## config.mk

```make
export PLATFORM = sky130hd
export DESIGN_NAME = alu_mc_flat
export DESIGN_NICKNAME = d
export VERILOG_FILES = /design/src/rtl/alu_pkg.sv /design/src/rtl/alu_mc_if.sv /design/src/rtl/alu_slice.sv /design/src/rtl/alu_mc.sv /design/src/flat_wrapper.sv
export SDC_FILE = /design/constraint.sdc
export NUM_CORES = 1
export LEC_CHECK = 0
export CAP_MARGIN = 5
export CORE_ASPECT_RATIO = 2
export CORE_UTILIZATION = 58
export DETAILED_ROUTE_END_ITERATION = 7
export HOLD_SLACK_MARGIN = 0.1
export PLACE_DENSITY = 0.91
export SYNTH_ARGS = -nofsm -noshare
export SYNTH_HDL_FRONTEND = slang
export SYNTH_SLANG_ARGS = --single-unit
```

## constraint.sdc

```tcl
create_clock -name clk -period 10.65 [get_ports clk]
set_input_delay 1.065 -clock clk [delete_from_list [all_inputs] [get_ports clk]]
set_output_delay 1.065 -clock clk [all_outputs]
set_load 0.05 [all_outputs]
```

## src/rtl/alu_pkg.sv

```systemverilog
// alu_pkg: shared definitions for the multi-cycle ALU.
//   - MIPS funct codes accepted on the signal input
//   - FSM state encoding (IDLE/MUL/FIN)
//   - operation select for the 1-bit ALU slice
package alu_pkg;

    localparam logic [5:0] F_AND   = 6'd36;
    localparam logic [5:0] F_OR    = 6'd37;
    localparam logic [5:0] F_ADD   = 6'd32;
    localparam logic [5:0] F_SUB   = 6'd34;
    localparam logic [5:0] F_SLT   = 6'd42;
    localparam logic [5:0] F_MULTU = 6'd25;

    typedef enum logic [1:0] {
        IDLE = 2'd0,
        MUL  = 2'd1,
        FIN  = 2'd2
    } state_t;

    typedef enum logic [1:0] {
        OP_AND = 2'd0,
        OP_OR  = 2'd1,
        OP_ADD = 2'd2,
        OP_SLT = 2'd3
    } slice_op_t;

endpackage

```

## src/rtl/alu_mc_if.sv

```systemverilog
// alu_mc_if: request/response bundle of the multi-cycle ALU.
//   start/signal/dataA/dataB : request, sampled when start=1 and the ALU is idle
//   busy                     : multiply in progress
//   done                     : one-cycle pulse, result/hi/lo/flags valid
//   result/hi/lo             : registered results
//   overflow/invalid         : flags of the last completed request
// master = requester (controller / bench), slave = the ALU.
interface alu_mc_if #(
    parameter int WIDTH = 32
);
    logic             start;
    logic [5:0]       signal;
    logic [WIDTH-1:0] dataA;
    logic [WIDTH-1:0] dataB;
    logic             busy;
    logic             done;
    logic [WIDTH-1:0] result;
    logic [WIDTH-1:0] hi;
    logic [WIDTH-1:0] lo;
    logic             overflow;
    logic             invalid;

    modport master (
        output start, signal, dataA, dataB,
        input  busy, done, result, hi, lo, overflow, invalid
    );

    modport slave (
        input  start, signal, dataA, dataB,
        output busy, done, result, hi, lo, overflow, invalid
    );
endinterface

```

## src/rtl/alu_slice.sv

```systemverilog
// alu_slice: 1-bit ALU cell (AND / OR / full add / pass Less).
//   a, b     : operand bits
//   binvert  : invert b (subtract / compare)
//   cin/cout : ripple carry in/out
//   less     : value passed through for SLT (only bit 0 gets a non-zero one)
//   op       : operation select
//   result   : selected output bit
//   set      : raw sum bit, used at the MSB to form the SLT decision
module alu_slice
    import alu_pkg::*;
(
    input  logic      a,
    input  logic      b,
    input  logic      binvert,
    input  logic      cin,
    input  logic      less,
    input  slice_op_t op,
    output logic      result,
    output logic      cout,
    output logic      set
);
    logic bb;
    logic sum;

    always_comb begin
        bb   = b ^ binvert;
        sum  = a ^ bb ^ cin;
        cout = (a & bb) | (a & cin) | (bb & cin);
        set  = sum;
        result = 1'b0;
        case (op)
            OP_AND:  result = a & bb;
            OP_OR:   result = a | bb;
            OP_ADD:  result = sum;
            OP_SLT:  result = less;
            default: result = 1'b0;
        endcase
    end
endmodule

```

## src/rtl/alu_mc.sv

```systemverilog
// alu_mc: multi-cycle ALU for the EX stage.
//   clk   : rising-edge clock
//   reset : asynchronous active-high reset
//   bus   : alu_mc_if.slave (start/signal/dataA/dataB in; busy/done/result/hi/lo/overflow/invalid out)
// AND/OR/ADD/SUB/SLT go through a ripple chain of alu_slice cells and are
// registered on the start edge (done next cycle). MULTU runs a WIDTH-step
// shift-add into a 2*WIDTH accumulator; hi/lo and done appear in the FIN cycle.
module alu_mc
    import alu_pkg::*;
#(
    parameter int WIDTH = 32,
    parameter int CNT_W = $clog2(WIDTH) + 1
) (
    input  logic       clk,
    input  logic       reset,
    alu_mc_if.slave    bus
);
    state_t state, next_state;

    // Request decode
    slice_op_t op;
    logic      binv, is_single, is_add_sub, is_mul;

    always_comb begin
        op         = OP_AND;
        binv       = 1'b0;
        is_single  = 1'b1;
        is_add_sub = 1'b0;
        is_mul     = 1'b0;
        case (bus.signal)
            F_AND:   op = OP_AND;
            F_OR:    op = OP_OR;
            F_ADD:   begin op = OP_ADD; is_add_sub = 1'b1; end
            F_SUB:   begin op = OP_ADD; binv = 1'b1; is_add_sub = 1'b1; end
            F_SLT:   begin op = OP_SLT; binv = 1'b1; end
            F_MULTU: begin is_single = 1'b0; is_mul = 1'b1; end
            default: is_single = 1'b0;
        endcase
    end

    // Slice chain; each stage keeps its own carry so the chain is not one
    // self-dependent vector.
    logic [WIDTH-1:0] alu_res;
    logic             msb_set, msb_cin, msb_cout, alu_ovf, slt_bit;

    assign alu_ovf = msb_cin ^ msb_cout;
    // Sign of the true difference: raw MSB corrected when the subtract overflowed.
    assign slt_bit = msb_set ^ alu_ovf;

    for (genvar i = 0; i < WIDTH; i++) begin : g_bit
        logic cin, cout, res_bit, less_in;

        if (i == 0) begin : g_first
            assign cin = binv;
        end else begin : g_next
            assign cin = g_bit[i-1].cout;
        end

        assign less_in = (i == 0) ? slt_bit : 1'b0;

        if (i == WIDTH - 1) begin : g_msb
            alu_slice u_slice (
                .a(bus.dataA[i]), .b(bus.dataB[i]), .binvert(binv), .cin(cin),
                .less(less_in), .op(op), .result(res_bit), .cout(cout), .set(msb_set)
            );
            assign msb_cin  = cin;
            assign msb_cout = cout;
        end else begin : g_low
            logic set_unused;
            alu_slice u_slice (
                .a(bus.dataA[i]), .b(bus.dataB[i]), .binvert(binv), .cin(cin),
                .less(less_in), .op(op), .result(res_bit), .cout(cout), .set(set_unused)
            );
        end

        assign alu_res[i] = res_bit;
    end

    // Multiply datapath
    logic [2*WIDTH-1:0] mcand, acc, acc_step;
    logic [WIDTH-1:0]   mplier;
    logic [CNT_W-1:0]   cnt;
    logic               last_iter;

    assign acc_step  = mplier[0] ? acc + mcand : acc;
    assign last_iter = (cnt == CNT_W'(WIDTH - 1));

    // FSM
    always_ff @(posedge clk or posedge reset) begin
        if (reset) state <= IDLE;
        else       state <= next_state;
    end

    always_comb begin
        next_state = state;
        case (state)
            IDLE:    if (bus.start && is_mul) next_state = MUL;
            MUL:     if (last_iter) next_state = FIN;
            FIN:     next_state = IDLE;
            default: next_state = IDLE;
        endcase
    end

    // Output / datapath registers
    logic [WIDTH-1:0] result_q, hi_q, lo_q;
    logic             done_q, ovf_q, inv_q;

    always_ff @(posedge clk or posedge reset) begin
        if (reset) begin
            result_q <= '0;
            hi_q     <= '0;
            lo_q     <= '0;
            done_q   <= 1'b0;
            ovf_q    <= 1'b0;
            inv_q    <= 1'b0;
            mcand    <= '0;
            mplier   <= '0;
            acc      <= '0;
            cnt      <= '0;
        end else begin
            done_q <= 1'b0;
            case (state)
                IDLE: begin
                    if (bus.start) begin
                        if (is_mul) begin
                            mcand  <= {{WIDTH{1'b0}}, bus.dataA};
                            mplier <= bus.dataB;
                            acc    <= '0;
                            cnt    <= '0;
                        end else if (is_single) begin
                            result_q <= alu_res;
                            ovf_q    <= is_add_sub & alu_ovf;
                            inv_q    <= 1'b0;
                            done_q   <= 1'b1;
                        end else begin
                            result_q <= '0;
                            ovf_q    <= 1'b0;
                            inv_q    <= 1'b1;
                            done_q   <= 1'b1;
                        end
                    end
                end
                MUL: begin
                    acc    <= acc_step;
                    mcand  <= mcand << 1;
                    mplier <= mplier >> 1;
                    cnt    <= cnt + CNT_W'(1);
                    // hi/lo/done are loaded on the edge into FIN so they are
                    // valid throughout the FIN cycle.
                    if (last_iter) begin
                        hi_q   <= acc_step[2*WIDTH-1:WIDTH];
                        lo_q   <= acc_step[WIDTH-1:0];
                        done_q <= 1'b1;
                        ovf_q  <= 1'b0;
                        inv_q  <= 1'b0;
                    end
                end
                default: ;
            endcase
        end
    end

    assign bus.busy     = (state == MUL);
    assign bus.done     = done_q;
    assign bus.result   = result_q;
    assign bus.hi       = hi_q;
    assign bus.lo       = lo_q;
    assign bus.overflow = ovf_q;
    assign bus.invalid  = inv_q;
endmodule
```

## src/flat_wrapper.sv

```systemverilog
// flat-port wrapper written by rule: the top's interface ports become plain ports
module alu_mc_flat import alu_pkg::*;
#(
    parameter int WIDTH = 32,
    parameter int CNT_W = $clog2(WIDTH) + 1
)
  (clk, reset, bus_start, bus_signal, bus_dataA, bus_dataB, bus_busy, bus_done, bus_result, bus_hi, bus_lo, bus_overflow, bus_invalid);
  alu_mc_if #(.WIDTH(WIDTH)) bus_i ();
  input  logic clk;
  input  logic reset;
  input wire logic [$bits(bus_i.start)-1:0] bus_start;
  input wire logic [$bits(bus_i.signal)-1:0] bus_signal;
  input wire logic [$bits(bus_i.dataA)-1:0] bus_dataA;
  input wire logic [$bits(bus_i.dataB)-1:0] bus_dataB;
  output wire logic [$bits(bus_i.busy)-1:0] bus_busy;
  output wire logic [$bits(bus_i.done)-1:0] bus_done;
  output wire logic [$bits(bus_i.result)-1:0] bus_result;
  output wire logic [$bits(bus_i.hi)-1:0] bus_hi;
  output wire logic [$bits(bus_i.lo)-1:0] bus_lo;
  output wire logic [$bits(bus_i.overflow)-1:0] bus_overflow;
  output wire logic [$bits(bus_i.invalid)-1:0] bus_invalid;
  assign bus_i.start = bus_start;
  assign bus_i.signal = bus_signal;
  assign bus_i.dataA = bus_dataA;
  assign bus_i.dataB = bus_dataB;
  assign bus_busy = bus_i.busy;
  assign bus_done = bus_i.done;
  assign bus_result = bus_i.result;
  assign bus_hi = bus_i.hi;
  assign bus_lo = bus_i.lo;
  assign bus_overflow = bus_i.overflow;
  assign bus_invalid = bus_i.invalid;
  alu_mc #(.WIDTH(WIDTH), .CNT_W(CNT_W)) u_core (.clk(clk), .reset(reset), .bus(bus_i));
endmodule
```

# Word level (Yosys, flattened, before mapping)
# Index checks and enable logic that the tools add are counted.
# Widths: inputs -> output; s select.
[word_totals]
ff_bits = 267
inputBits = 73
output_inout_bits = 100
wordCells = 400
[classes]
n_addsub = 2
eq_ne = 16
mux = 67
bitwise_logic = 292
reduce_logical = 12
[op_table]
columns = ["cell", "n"]
rows = [
  ["$mux 64", 5],
  ["$pmux 64 s2", 2],
  ["$pmux 1 s4", 32],
  ["$xor 1x1->1", 98],
  ["$and 1x1->1", 97],
  ["$mux 32", 3],
  ["$or 1x1->1", 96],
  ["$add 64x64->64", 1],
  ["$pmux 32 s2", 1],
  ["$eq 6x6->1 const B", 5],
  ["$mux 1", 14],
  ["$eq 6x5->1 const B", 2],
  ["$mux 6", 2],
  ["$pmux 6 s2", 1],
  ["$add 6x1->6 const B", 1],
  ["$ne 2x1->1 const B", 3],
  ["$pmux 1 s2", 3],
  ["$pmux 2 s3", 1],
  ["$reduce_and 3->1", 2],
  ["$reduce_or 5->1", 1],
  ["$eq 2x1->1 const B", 2],
  ["$eq 2x2->1 const B", 2],
  ["$logic_not 2->1", 2],
  ["$mux 2", 2],
  ["other kinds (8)", 11],
]

# Longest topological paths before layout
# Gate-level depths: netlist of the first run.
[logic_depth]
word_depth = 106
depth_mapped = 40
depth_no_buf = 40

# By module
# A second synthesis of the first run with hierarchy kept.
[unflattened]
hier_cells = 2011
hier_area_um2 = 18079.8
[modules_own_cells]
columns = ["module", "instances", "cells_per_inst", "area_per_inst_um2", "seq_area_each_um2"]
rows = [
  ["alu_mc", 1, 1659, 14916.8, 6681.4],
  ["alu_slice", 32, 11, 98.8, 0.0],
]

# Worst setup path before layout of the first run
# OpenSTA, ideal clock, no wires.
[synth_timing]
path_kind = "input to register"
start = "input bus_signal[4]"
end = "register u_core.result_q[0] (netlist: u_core.bus.result[0])"
setup_time_ns = 0.068
t_arrival_ns = 14.279
required_time_ns = 10.582
path_slack_ns = -3.697
stages = 40
path_buffers = 0
cell_sequence = "nand2b_1 nor3_1 nand2_1 xnor2_1 ha_1 or2_2 fa_1 fa_1 fa_1 fa_1 fa_1 fa_1 fa_1 fa_1 fa_1 fa_1 fa_1 fa_1 (+4 left out) fa_1 fa_1 fa_1 fa_1 fa_1 fa_1 fa_1 fa_1 fa_1 fa_1 fa_1 fa_1 fa_1 fa_1 nand3_1 o21ai_0 a21oi_1 a32o_1"
[synth_via]
elab_chain_cells = 104
elab_cells_between_ends = 220
classes_between = "eq/ne: 9; mux: 6; bitwise: 200; reduce/logical: 5"
[synth_lines]
columns = ["element", "line", "text"]
rows = [
  ["start, declared", "flat_wrapper.sv:12", "input wire logic [$bits(bus_i.signal)-1:0] bus_signal;"],
  ["$eq 6x6->1", "alu_mc.sv:30", "case (bus.signal)"],
  ["$reduce_or 2->1 (no line)", "--", ""],
  ["$mux 1", "alu_mc.sv:30", ""],
  ["$xor 1x1->1", "alu_slice.sv:26", "bb = b ^ binvert;"],
  ["$and 1x1->1", "alu_slice.sv:28, alu_slice.sv:32", ""],
  ["$or 1x1->1 (2 in series)", "alu_slice.sv:28", "cout = (a & bb) | (a & cin) | (bb & cin);"],
  ["$and 1x1->1", "alu_slice.sv:28", ""],
  ["$or 1x1->1 (2 in series)", "alu_slice.sv:28", ""],
  ["(+84 left out)", "--", ""],
  ["$and 1x1->1", "alu_slice.sv:28", ""],
  ["$or 1x1->1 (2 in series)", "alu_slice.sv:28", ""],
  ["$and 1x1->1", "alu_slice.sv:28", ""],
  ["$or 1x1->1 (2 in series)", "alu_slice.sv:28", ""],
  ["$xor 1x1->1", "alu_mc.sv:46", "assign alu_ovf = msb_cin ^ msb_cout;"],
  ["$xor 1x1->1", "alu_mc.sv:48", "assign slt_bit = msb_set ^ alu_ovf;"],
  ["$pmux 1 s4", "alu_slice.sv:31", "case (op)"],
  ["$mux 32", "alu_mc.sv:130", "end else if (is_single) begin"],
  ["end signal, assigned", "alu_mc.sv:131", "result_q <= alu_res;"],
  ["end, declared", "alu_mc.sv:105", "logic [WIDTH-1:0] result_q, hi_q, lo_q;"],
]
# Parallel ways exist; a longest one is shown, timed or not.
# A chain may end at the register's enable or synchronous reset.

# Worst setup path after layout of the first run
# Ends and elaborated chain as after synthesis.

==> results.md, run 1 <==
* Leading area contributor after synthesis: dfrtp_1
* Rel. slew slack at 29.9%
* WL final at 48.5 mm
* Type of origin of the critical path: input pin
* Initial antenna violation count at 0
* Finished Cell Area at 20,100 µm²
* Period utilisation layout at 122%
* Hold_ws at 0.484 ns
* Syn_area_per_cell at 9.05 µm²
* Seq cells post-synth at 267
* Initial Util at 59.0%
* Seq/Total Area, Yosys at 39.3%
* Worst-case clock buffer depth at 3
* First-pass GRT wire length at 78.3 mm
* Worst Tran Pin Value at 1.05 ns
* Core box area at 28,800 µm²
* Chip Width at 123 µm
* CP Data Arrival Time at 13.44 ns
* Syn Nets at 2,111
* Max IR drop VDD at 111 µV
* Die area at 30,100 µm²
* RR Startpoint: u_core.mcand[0]
* Hold Buf Count CTS at 0
* Hold_sp: u_core.cnt[5]
* DR top layer: met4
* Post-route insts no fill at 2,392
* Area Overhead vs Synth at 18.0%
* RSZ-0062 raised after global routing: true
* Dpl cell area at 19,200 µm²
* Share of cells above drive strength 1 at 8.37%
* Pwr dens at 195 nW/µm²
* WL/cell at 20.3 µm
* CTS buffer count at 25
* Asr flop ratio synth at 100%
* Num rows at 88
* CTS sink cnt at 267
* Synth cell types at 69
* Top cells by area, synth: dfrtp_1, ha_1, nand2_1
* Tmin final at 12.97 ns
* Clock Skew at 0.0233 ns
* Initial DRC count at 885
* Final Wtd Congestion at 0.977
* Worst path max stage delay at 0.42 ns
* Max Fclk at 0.0771 GHz
* Cells after Synth at 1,881
* Largest net degree at the start of global routing at 150
* Critical Path Most Common Cell: fa_2
* H-Tree Level Count at 1
* Placed Instances at 2,341
* Syn Std Cell Area at 17,000 µm²
* Crit end category: flop
* IO Port Bufs at 172
* IO Pins at 173
* Wire length on met2 at 26.1 mm
* Gr ovfl total at 0
* Top_reg_cell synth: dfrtp_1
* Crit path from: bus_signal[4]
* Area share of the largest cell type after synthesis at 39.3%
* Status: complete, but fails checks
* Clock latency on the worst-skew pair at 0.55 ns
* CTS tree: yes
* Ant. Diodes at 0
* Drt first pass iters at 6
* YS warnings at 0
* Total vias in the final route at 15,100
* Post-route core utilization at 69.6%
* Final #Nets at 2,244
* EDFF count, synth at 0
* Failing checks: setup timing
* Slew Limit Fails at 0
* Vias/cell at 6.29
* Crit Path Class: in2reg
* Vias in the first global route at 15,600
* MaxCap Viol Count at 0
* Setup TNS at -12.56 ns
* DIE HEIGHT at 244 µm
* Final Hold Viols at 0
* WL met1 at 16.7 mm
* ANT nets after route at 0
* Gr usage total at 33.3%
* Count leader, synth: nand2_1
* Top delay family on crit path: adder cells
* Worst Path Max Fanout at 3
* Post-route DRC at 0
* Required @ worst endpoint at 11.11 ns
* Detailed placement HPWL at 35.6 mm
* Clock-pin slew on the worst setup and hold paths at 0.07 ns
* Setup WS post-layout at -2.32 ns
* Commonest cells post-synth: nand2_1, dfrtp_1, o21ai_0
* Final Setup Violations at 9
* WL met3 at 2.26 mm
* Worst path bufs/invs at 1
* Leak Pwr at 9.05 nW
* Worst hold path class: reg2reg
* CTS Root Buffer Type: clkbuf_16
* Slowest-stage cell, CP: fa_2
through the flow:
step	setup WS, ns	power [W]
floorplan	-2.31	0.00256
global placement	-3.15	0.00295
detailed placement	-3.33	0.00302
CTS	-2.26	0.00390
global route	-2.57	0.00415
finish	-2.32	0.00392
worst reg2reg max path: stages (launching register included):
cell	delay, ns
dfrtp_1	0.48
ha_1	0.27
fa_1	0.49
a211oi_1	0.29
o211ai_1	0.21
and4bb_2	0.31
o211ai_1	0.28
nand2_1	0.24
a21boi_1	0.31
o21ai_0	0.25
xnor2_1	0.25
mux2i_1	0.12
mux2_2	0.30
cell families after synthesis:
group,after synthesis,synth area share [%]
buffers and inverters,208,4.66
DFF,267,39.3
muxes,56,3.38
and+or+nand+nor,556,14.1
AOI/OAI and AO/OA,539,20.6
adders and majority gates,157,13.0
xor gates and xnor gates,98,5.04
worst paths after layout:
path	slack, ns	endpoint	cells after the start
hold / removal	0.48	u_core.cnt[5]	1
max in group asynchronous	8.19	u_core.mplier[0]	3
setup / recovery	-2.32	u_core.bus.result[0]	41
setup reg to reg	6.77	u_core.bus.hi[2]	12
min in group asynchronous	1.10	u_core.bus.lo[21]	2
hold reg to reg	0.48	u_core.cnt[5]	1
sequential cells by signal (all words and copies together), names as in the netlist:
| signal | cells |
|---|---|
| u_core.acc | 64 |
| u_core.bus.done | 1 |
| u_core.bus.hi | 32 |
| u_core.bus.invalid | 1 |
| u_core.bus.lo | 32 |
| u_core.bus.overflow | 1 |
| u_core.bus.result | 32 |
| u_core.cnt | 6 |
| u_core.mcand | 64 |
| u_core.mplier | 32 |
| u_core.state | 2 |
power breakdown:
group / leakage, nW / internal [W] / switching [W]
clock: 0.381 / 0.000462 / 0.000408
sequential: 3.26 / 0.00118 / 0.000163
combinational: 5.41 / 0.000689 / 0.00102
total: 9.05 / 0.00233 / 0.00159
per-layer routing:
| metal | GRT usage, % | vias to the layer above |
|---|---|---|
| met3 | 3.36 | 225 |
| met2 | 60.6 | 639 |
| met4 | 22.4 | 0 |
| met5 | 0 | - |
| li1 | - | 6854 |
| met1 | 35.5 | 7339 |
layout by cell type, fill, tap and decap left out, types with 5 or more instances in the layout:
master	count
clkbuf_16	25
ha_1	124
a21oi_1	82
o31ai_1	6
a31oi_1	78
nand4_1	13
buf_4	45
dfrtp_1	266
nor3b_1	10
nor2b_1	8
xnor2_1	66
clkinv_2	8
fa_2	31
nand3_1	15
o21ai_1	12
nand2_1	338
mux2i_1	44
nor3_1	11
inv_1	94
mux2_2	12
nand3b_1	5
a21o_1	40
xor2_1	31
nand2b_1	6
o211ai_1	11
and2_1	7
o21a_1	5
o21ai_0	144
o221ai_2	7
o21bai_1	13
clkdlybuf4s50_1	166
a22o_1	66
o221ai_1	25
a211oi_1	14
nor2_1	108
area by class of cell:
cell class | instances | area (µm²)
tap | 360 | 450
timing repair buffer | 218 | 2060
clock buffer | 32 | 692
sequential | 267 | 6690
fill | 2202 | 8760
multi-input combinational | 1406 | 9750
clock inverter | 13 | 80.1
inverter | 96 | 368
repair_timing:
item	CTS	global route
resized for setup	30	0
endpoints found under the hold margin	0	0
setup endpoints to repair	10	9
pin swaps	8	2
buffers inserted	5	1
Note: power is estimated with default switching activity, not from simulation.
==> run 2: changes to the inputs <==
- ABC_AREA: unset -> 0
- CAP_MARGIN: 5 -> 30
- CORE_MARGIN: unset -> 1.5
==> run 2 against run 1 <==
Critical path depth unchanged. Critical endpoint unchanged. The run still ends with setup timing left. Final cell count unchanged. Combinational power about the same. Largest power group unchanged.
==> results.md, run 2 (synthesis results as in run 1) <==
* Status: complete, but fails checks (unchanged)
* Failing checks: setup timing (unchanged)
* Final Setup Violations at 9 (unchanged)
* Commonest non-fill, non-tap cell in the layout: nand2_1 (unchanged)
* Final #Nets at 2,243 (was 2,244)
* Total vias in the final route at 15,000 (was 15,100)
* Final Hold Viols at 0 (unchanged)
* MaxCap Viol Count at 0 (unchanged)
* Chip Width at 124 µm (was 123 µm)
* Clock Skew at 0.0178 ns (was 0.0233 ns)
* Gr usage total at 32.4% (was 33.3%)
* WL final at 48.2 mm (was 48.5 mm)
* Max IR drop VDD at 141 µV (was 111 µV)
* IO Pins at 173 (unchanged)
* Post-route insts no fill at 2,392 (unchanged)
* Share of cells above drive strength 1 at 8.27% (was 8.37%)
* Worst path bufs/invs at 1 (unchanged)
* DIE HEIGHT at 245 µm (was 244 µm)
* Drt first pass iters at 7 (was 6)
* Worst Reg2Reg Path Length in Cells at 12 (unchanged)
* Tmin final at 12.95 ns (was 12.97 ns)
* Largest registers: u_core.acc (64), u_core.mcand (64) (unchanged)
* Post-route DRC at 0 (unchanged)
* Clock-pin slew on the worst setup and hold paths at 0.07 ns (about the same)
* Worst-case clock buffer depth at 3 (unchanged)
* Vias/cell at 6.27 (was 6.29)
* CTS buffer count at 25 (unchanged)
* Largest net degree at the start of global routing at 164 (was 150)
* Worst Path Max Fanout at 4 (was 3)
* Worst path max stage delay at 0.39 ns (was 0.42 ns)
* Area Overhead vs Synth at 18.7% (was 18.0%)
* First-pass GRT wire length at 78.1 mm (was 78.3 mm)
* Period utilisation layout at 122% (about the same)
* H-Tree Level Count at 1 (unchanged)
* Die area at 30,400 µm² (was 30,100 µm²)
* Vias in the first global route at 15,600 (about the same)
* Crit Path Class: in2reg (unchanged)
* Worst hold path class: reg2reg (unchanged)
* Required @ worst endpoint at 11.13 ns (was 11.11 ns)
* Final Wtd Congestion at 0.989 (was 0.977)
* Type of origin of the critical path: input pin (unchanged)
* Gr ovfl total at 0 (unchanged)
* Worst Tran Pin Value at 1.02 ns (was 1.05 ns)
* Commonest cells after routing, fill and taps aside: nand2_1, dfrtp_1, clkdlybuf4s50_1 (unchanged)
* ANT nets after route at 0 (unchanged)
* Initial Util at 59.0% (unchanged)
* Worst Hold Depth at 2 (was 1)
* Post-route core utilization at 70.0% (was 69.6%)
* Setup WS post-layout at -2.30 ns (was -2.32 ns)
* Max Fclk at 0.0772 GHz (was 0.0771 GHz)
* Core box area at 28,800 µm² (unchanged)
* CP Data Arrival Time at 13.43 ns (was 13.44 ns)
* Clock latency on the worst-skew pair at 0.55 ns (about the same)
* Hold Buf Count CTS at 0 (unchanged)
* Leak Pwr at 9.10 nW (was 9.05 nW)
* Slowest-stage cell, CP: fa_2 (unchanged)
* Top delay family on crit path: adder cells (unchanged)
* Levels on crit path at 41 (unchanged)
* IO Port Bufs at 172 (unchanged)
* Initial antenna violation count at 1 (was 0)
* RSZ-0062 raised after global routing: true (unchanged)
* Detailed placement HPWL at 34.9 mm (was 35.6 mm)
* Placed Instances at 2,342 (was 2,341)
* CTS sink cnt at 267 (unchanged)
* Initial DRC count at 988 (was 885)
* CTS Root Buffer Type: clkbuf_16 (unchanged)
* Pwr dens at 198 nW/µm² (was 195 nW/µm²)
* Slew Limit Fails at 0 (unchanged)
* Rel. slew slack at 32.2% (was 29.9%)
* Crit end category: flop (unchanged)
* WL/cell at 20.1 µm (was 20.3 µm)
* Num rows at 88 (unchanged)
* CTS tree: yes (unchanged)
* Critical Path Most Common Cell: fa_2 (unchanged)
* Layout fillers at 2,135 (was 2,202)
* R2r setup slk at 6.68 ns (was 6.77 ns)
==> run 2: changes by cell type in the layout (fill, tap and decap cells not counted), moves of 2 or more <==
| cell | delta |
|---|---|
| clkinv_2 | -6 |
| bufinv_16 | +3 |
| buf_4 | -2 |
| clkbuf_8 | -2 |
| clkinv_4 | +2 |
| inv_6 | +2 |
==> run 2: worst reg2reg max path, delay by kind of cell (launching register included) <==
family	cells	cell delay, ns
adder cells (fa/ha/maj)	2	0.78
AO/OA/AOI/OAI	6	1.41
AND/OR/NAND/NOR	3	0.96
XOR/XNOR	1	0.21
flip-flops	1	0.48
==> run 2: layout make-up <==
| cell class | count | area (µm²) | share of cell area [%] |
|---|---|---|---|
| well taps | 360 | 450 | 2.23 |
| flip-flops and latches | 267 | 6690 | 33.1 |
| repair buffers | 217 | 2080 | 10.3 |
| inverters | 96 | 368 | 1.82 |
| clock buffers | 30 | 664 | 3.29 |
| multi-input cells | 1406 | 9770 | 48.4 |
| clock inverters | 15 | 183 | 0.904 |
| diodes | 1 | 2.50 | 0.0124 |
==> run 2: timing repair <==
item                                    4_1_cts  5_1_grt
endpoints found under the setup margin       10        9
setup buffers                                 3        1
pin swaps                                     3        0
resized for setup                            29        4
==> run 2: metrics by stage <==
stage               instance area [µm²]  TNS [ns]  worst slack (ns)  power (W)  hold slack [ns]
floorplan                         17100    -12.48             -2.31    0.00256            0.441
global placement                  19200    -20.02             -3.17    0.00295            0.454
detailed placement                19300    -22.43             -3.36    0.00302            0.468
CTS                               20200    -11.85             -2.23    0.00398            0.482
global route                      20200    -13.95             -2.49    0.00423            0.510
finish                            20200    -12.33             -2.30    0.00400            0.477
==> run 2: path summary, 6_finish.rpt <==
check | start | to
max in group asynchronous | reset | u_core.mplier[0]
setup / recovery | bus_signal[4] | u_core.bus.result[0]
hold reg to reg | u_core.bus.lo[20] | u_core.bus.lo[20]
hold / removal | u_core.bus.lo[20] | u_core.bus.lo[20]
setup reg to reg | u_core.mcand[0] | u_core.acc[56]
min in group asynchronous | reset | u_core.bus.lo[23]
==> run 2: where the power goes <==
group,switching [W],internal (W)
clock network,0.000424,0.000525
registers,0.000169,0.00118
logic,0.00101,0.000691
==> run 2: routing by layer <==
metal | wire [µm] | vias up | GRT usage, %
met4 | 3110 | 0 | 20.6
met1 | 16900 | 7383 | 35.6
met3 | 2220 | 194 | 3.79
met2 | 25900 | 571 | 57.7
li1 | - | 6851 | -
met5 | 0 | - | 0
==> run 3: changes to the inputs <==
- TNS_END_PERCENT: unset -> 1
==> run 3 against run 2 <==
The flow still finishes with violations (setup timing). Largest cell class unchanged. Utilization hardly changed. Setup slack worse by 0.018 ns. Final area hardly changed.
==> results.md, run 3 (synthesis results as in run 1) <==
* Gr usage total at 33.8% (was 32.4%)
* Final Wtd Congestion at 0.989 (about the same)
* Tmin final at 12.97 ns (was 12.95 ns)
* Initial Util at 59.0% (unchanged)
* Combinational Power Share at 42.8% (was 42.5%)
* WL final at 50.5 mm (was 48.2 mm)
* Vias/cell at 6.37 (was 6.27)
* RSZ-0062 raised after global routing: true (unchanged)
* Gr ovfl total at 0 (unchanged)
* Worst Tran Pin Value at 1.06 ns (was 1.02 ns)
* Rel. slew slack at 28.9% (was 32.2%)
* First-pass GRT wire length at 79.8 mm (was 78.1 mm)
* Worst-case clock buffer depth at 3 (unchanged)
* Area of the multi-input gates at 9740 µm² (was 9770 µm²)
* Total vias in the final route at 15,200 (was 15,000)
* Required @ worst endpoint at 11.13 ns (about the same)
* Hold_ws at 0.479 ns (was 0.477 ns)
* Worst hold path class: reg2reg (unchanged)
* Share of cells above drive strength 1 at 7.94% (was 8.27%)
* Critical Path Most Common Cell: fa_2 (unchanged)
* Worst path max stage delay at 0.40 ns (was 0.39 ns)
* Leak Pwr at 9.08 nW (was 9.10 nW)
* Reg power frac at 33.1% (was 33.7%)
* Commonest cells after routing, fill and taps aside: nand2_1, dfrtp_1, clkdlybuf4s50_1 (unchanged)
* Slew Limit Fails at 0 (unchanged)
* Core box area at 28,800 µm² (unchanged)
* Clock-pin slew on the worst setup and hold paths at 0.07 ns (about the same)
* Clock Skew at 0.00904 ns (was 0.0178 ns)
* Hold Buf Count CTS at 0 (unchanged)
* CTS buffer count at 25 (unchanged)
* Die area at 30,400 µm² (unchanged)
* Vias in the first global route at 15,800 (was 15,600)
* CTS tree: yes (unchanged)
* Internal power at 0.00244 W (was 0.00239 W)
* CP Data Arrival Time at 13.45 ns (was 13.43 ns)
* Sw Share at 40.3% (was 40.1%)
* Slowest-stage cell, CP: fa_2 (unchanged)
* Num rows at 88 (unchanged)
* Failing checks: setup timing (unchanged)
* Final Setup Violations at 9 (unchanged)
* Post-route core utilization at 70.0% (about the same)
* CTS sink cnt at 267 (unchanged)
* Chip Width at 124 µm (unchanged)
* Max Fclk at 0.0771 GHz (was 0.0772 GHz)
* Drt first pass iters at 5 (was 7)
* Final #Nets at 2,239 (was 2,243)
* Max IR drop VDD at 150 µV (was 141 µV)
* IO Port Bufs at 172 (unchanged)
* WL/cell at 21.1 µm (was 20.1 µm)
* Crit end category: flop (unchanged)
* CTS Root Buffer Type: clkbuf_16 (unchanged)
* Type of origin of the critical path: input pin (unchanged)
* Pwr dens at 202 nW/µm² (was 198 nW/µm²)
* Dpl ws at -3.38 ns (was -3.36 ns)
* Setup TNS at -12.90 ns (was -12.33 ns)
* Clock latency on the worst-skew pair at 0.54 ns (was 0.55 ns)
* Worst Path Max Fanout at 4 (unchanged)
* Largest net degree at the start of global routing at 136 (was 164)
* Crit Path Class: in2reg (unchanged)
* Period utilisation layout at 122% (about the same)
* Final Hold Viols at 0 (unchanged)
* Status: complete, but fails checks (unchanged)
* Clock power share at 24.2% (was 23.7%)
* Setup WS post-layout at -2.32 ns (was -2.30 ns)
* Area Overhead vs Synth at 18.7% (about the same)
* ANT nets after route at 0 (unchanged)
* MaxCap Viol Count at 0 (unchanged)
* Layout fillers at 2,153 (was 2,135)
* Post-CTS setup buffers at 0 (was 3)
* Total power at 0.00408 W (was 0.00400 W)
* Largest registers: u_core.acc (64), u_core.mcand (64) (unchanged)
* DIE HEIGHT at 245 µm (unchanged)
* Initial DRC count at 1,063 (was 988)
* Storage cell area at 6690 µm² (unchanged)
* IO Pins at 173 (unchanged)
* Initial antenna violation count at 3 (was 1)
* Post-route DRC at 0 (unchanged)
* Commonest non-fill, non-tap cell in the layout: nand2_1 (unchanged)
* Detailed placement HPWL at 36.8 mm (was 34.9 mm)
* H-Tree Level Count at 1 (unchanged)
* Net load switching power at 0.00164 W (was 0.00160 W)
## run 3: through the flow
step | area (µm²) | std cells
after floorplan | 17100 | 1881
after global placement | 19200 | 2340
after detailed placement | 19200 | 2340
after CTS | 20100 | 2385
after global routing | 20200 | 2390
final | 20200 | 2390
## run 3: power by group through the flow
stage / registers [W] / clock network (W) / logic (W)
after floorplan: 0.00131 / 0 / 0.00125
after global placement: 0.00135 / 0 / 0.00162
after detailed placement: 0.00136 / 0 / 0.00169
after CTS: 0.00134 / 0.000994 / 0.00171
after global routing: 0.00137 / 0.00103 / 0.00190
final: 0.00135 / 0.000986 / 0.00174
## run 3: timing repair
action                                  in CTS  in global routing
endpoints found under the setup margin      10                  9
pin swaps                                    2                  3
gates resized for setup                     28                  3
## run 3: layout make-up
type / count / area share, %
Inverter: 96 / 1.82
Antenna cell: 3 / 0.0372
Tap cell: 360 / 2.23
Multi-Input combinational cell: 1406 / 48.2
Timing Repair Buffer: 213 / 10.2
Clock inverter: 16 / 1.17
Clock buffer: 29 / 3.22
Sequential cell: 267 / 33.1
## run 3: worst max-delay path, delay by kind of cell
family / cells / cell delay (ns)
compound gates: 3 / 0.38
xor+xnor: 1 / 0.16
fa+ha+maj: 31 / 10.96
buf+inv: 1 / 0.09
simple gates: 5 / 0.79
## run 3: layer usage
metal / global-route usage (%) / share of wire (%) / wire length [µm]
met4: 27.1 / 9.2 / 4670
met1: 34.1 / 33 / 16600
met3: 4.65 / 4.9 / 2500
met2: 60.0 / 53 / 26700
met5: 0 / 0 / 0
## run 3: path summary, 6_finish.rpt
kind,start,slack (ns),end,cells after the start
max,bus_signal[4],-2.32,u_core.bus.result[0],41
min,u_core.bus.lo[4],0.48,u_core.bus.lo[4],2
max reg2reg,u_core.mcand[0],6.44,u_core.bus.hi[10],12
min reg2reg,u_core.bus.lo[4],0.48,u_core.bus.lo[4],2
max in group asynchronous,reset,8.06,u_core.mplier[0],4
min in group asynchronous,reset,0.80,u_core.bus.lo[12],2
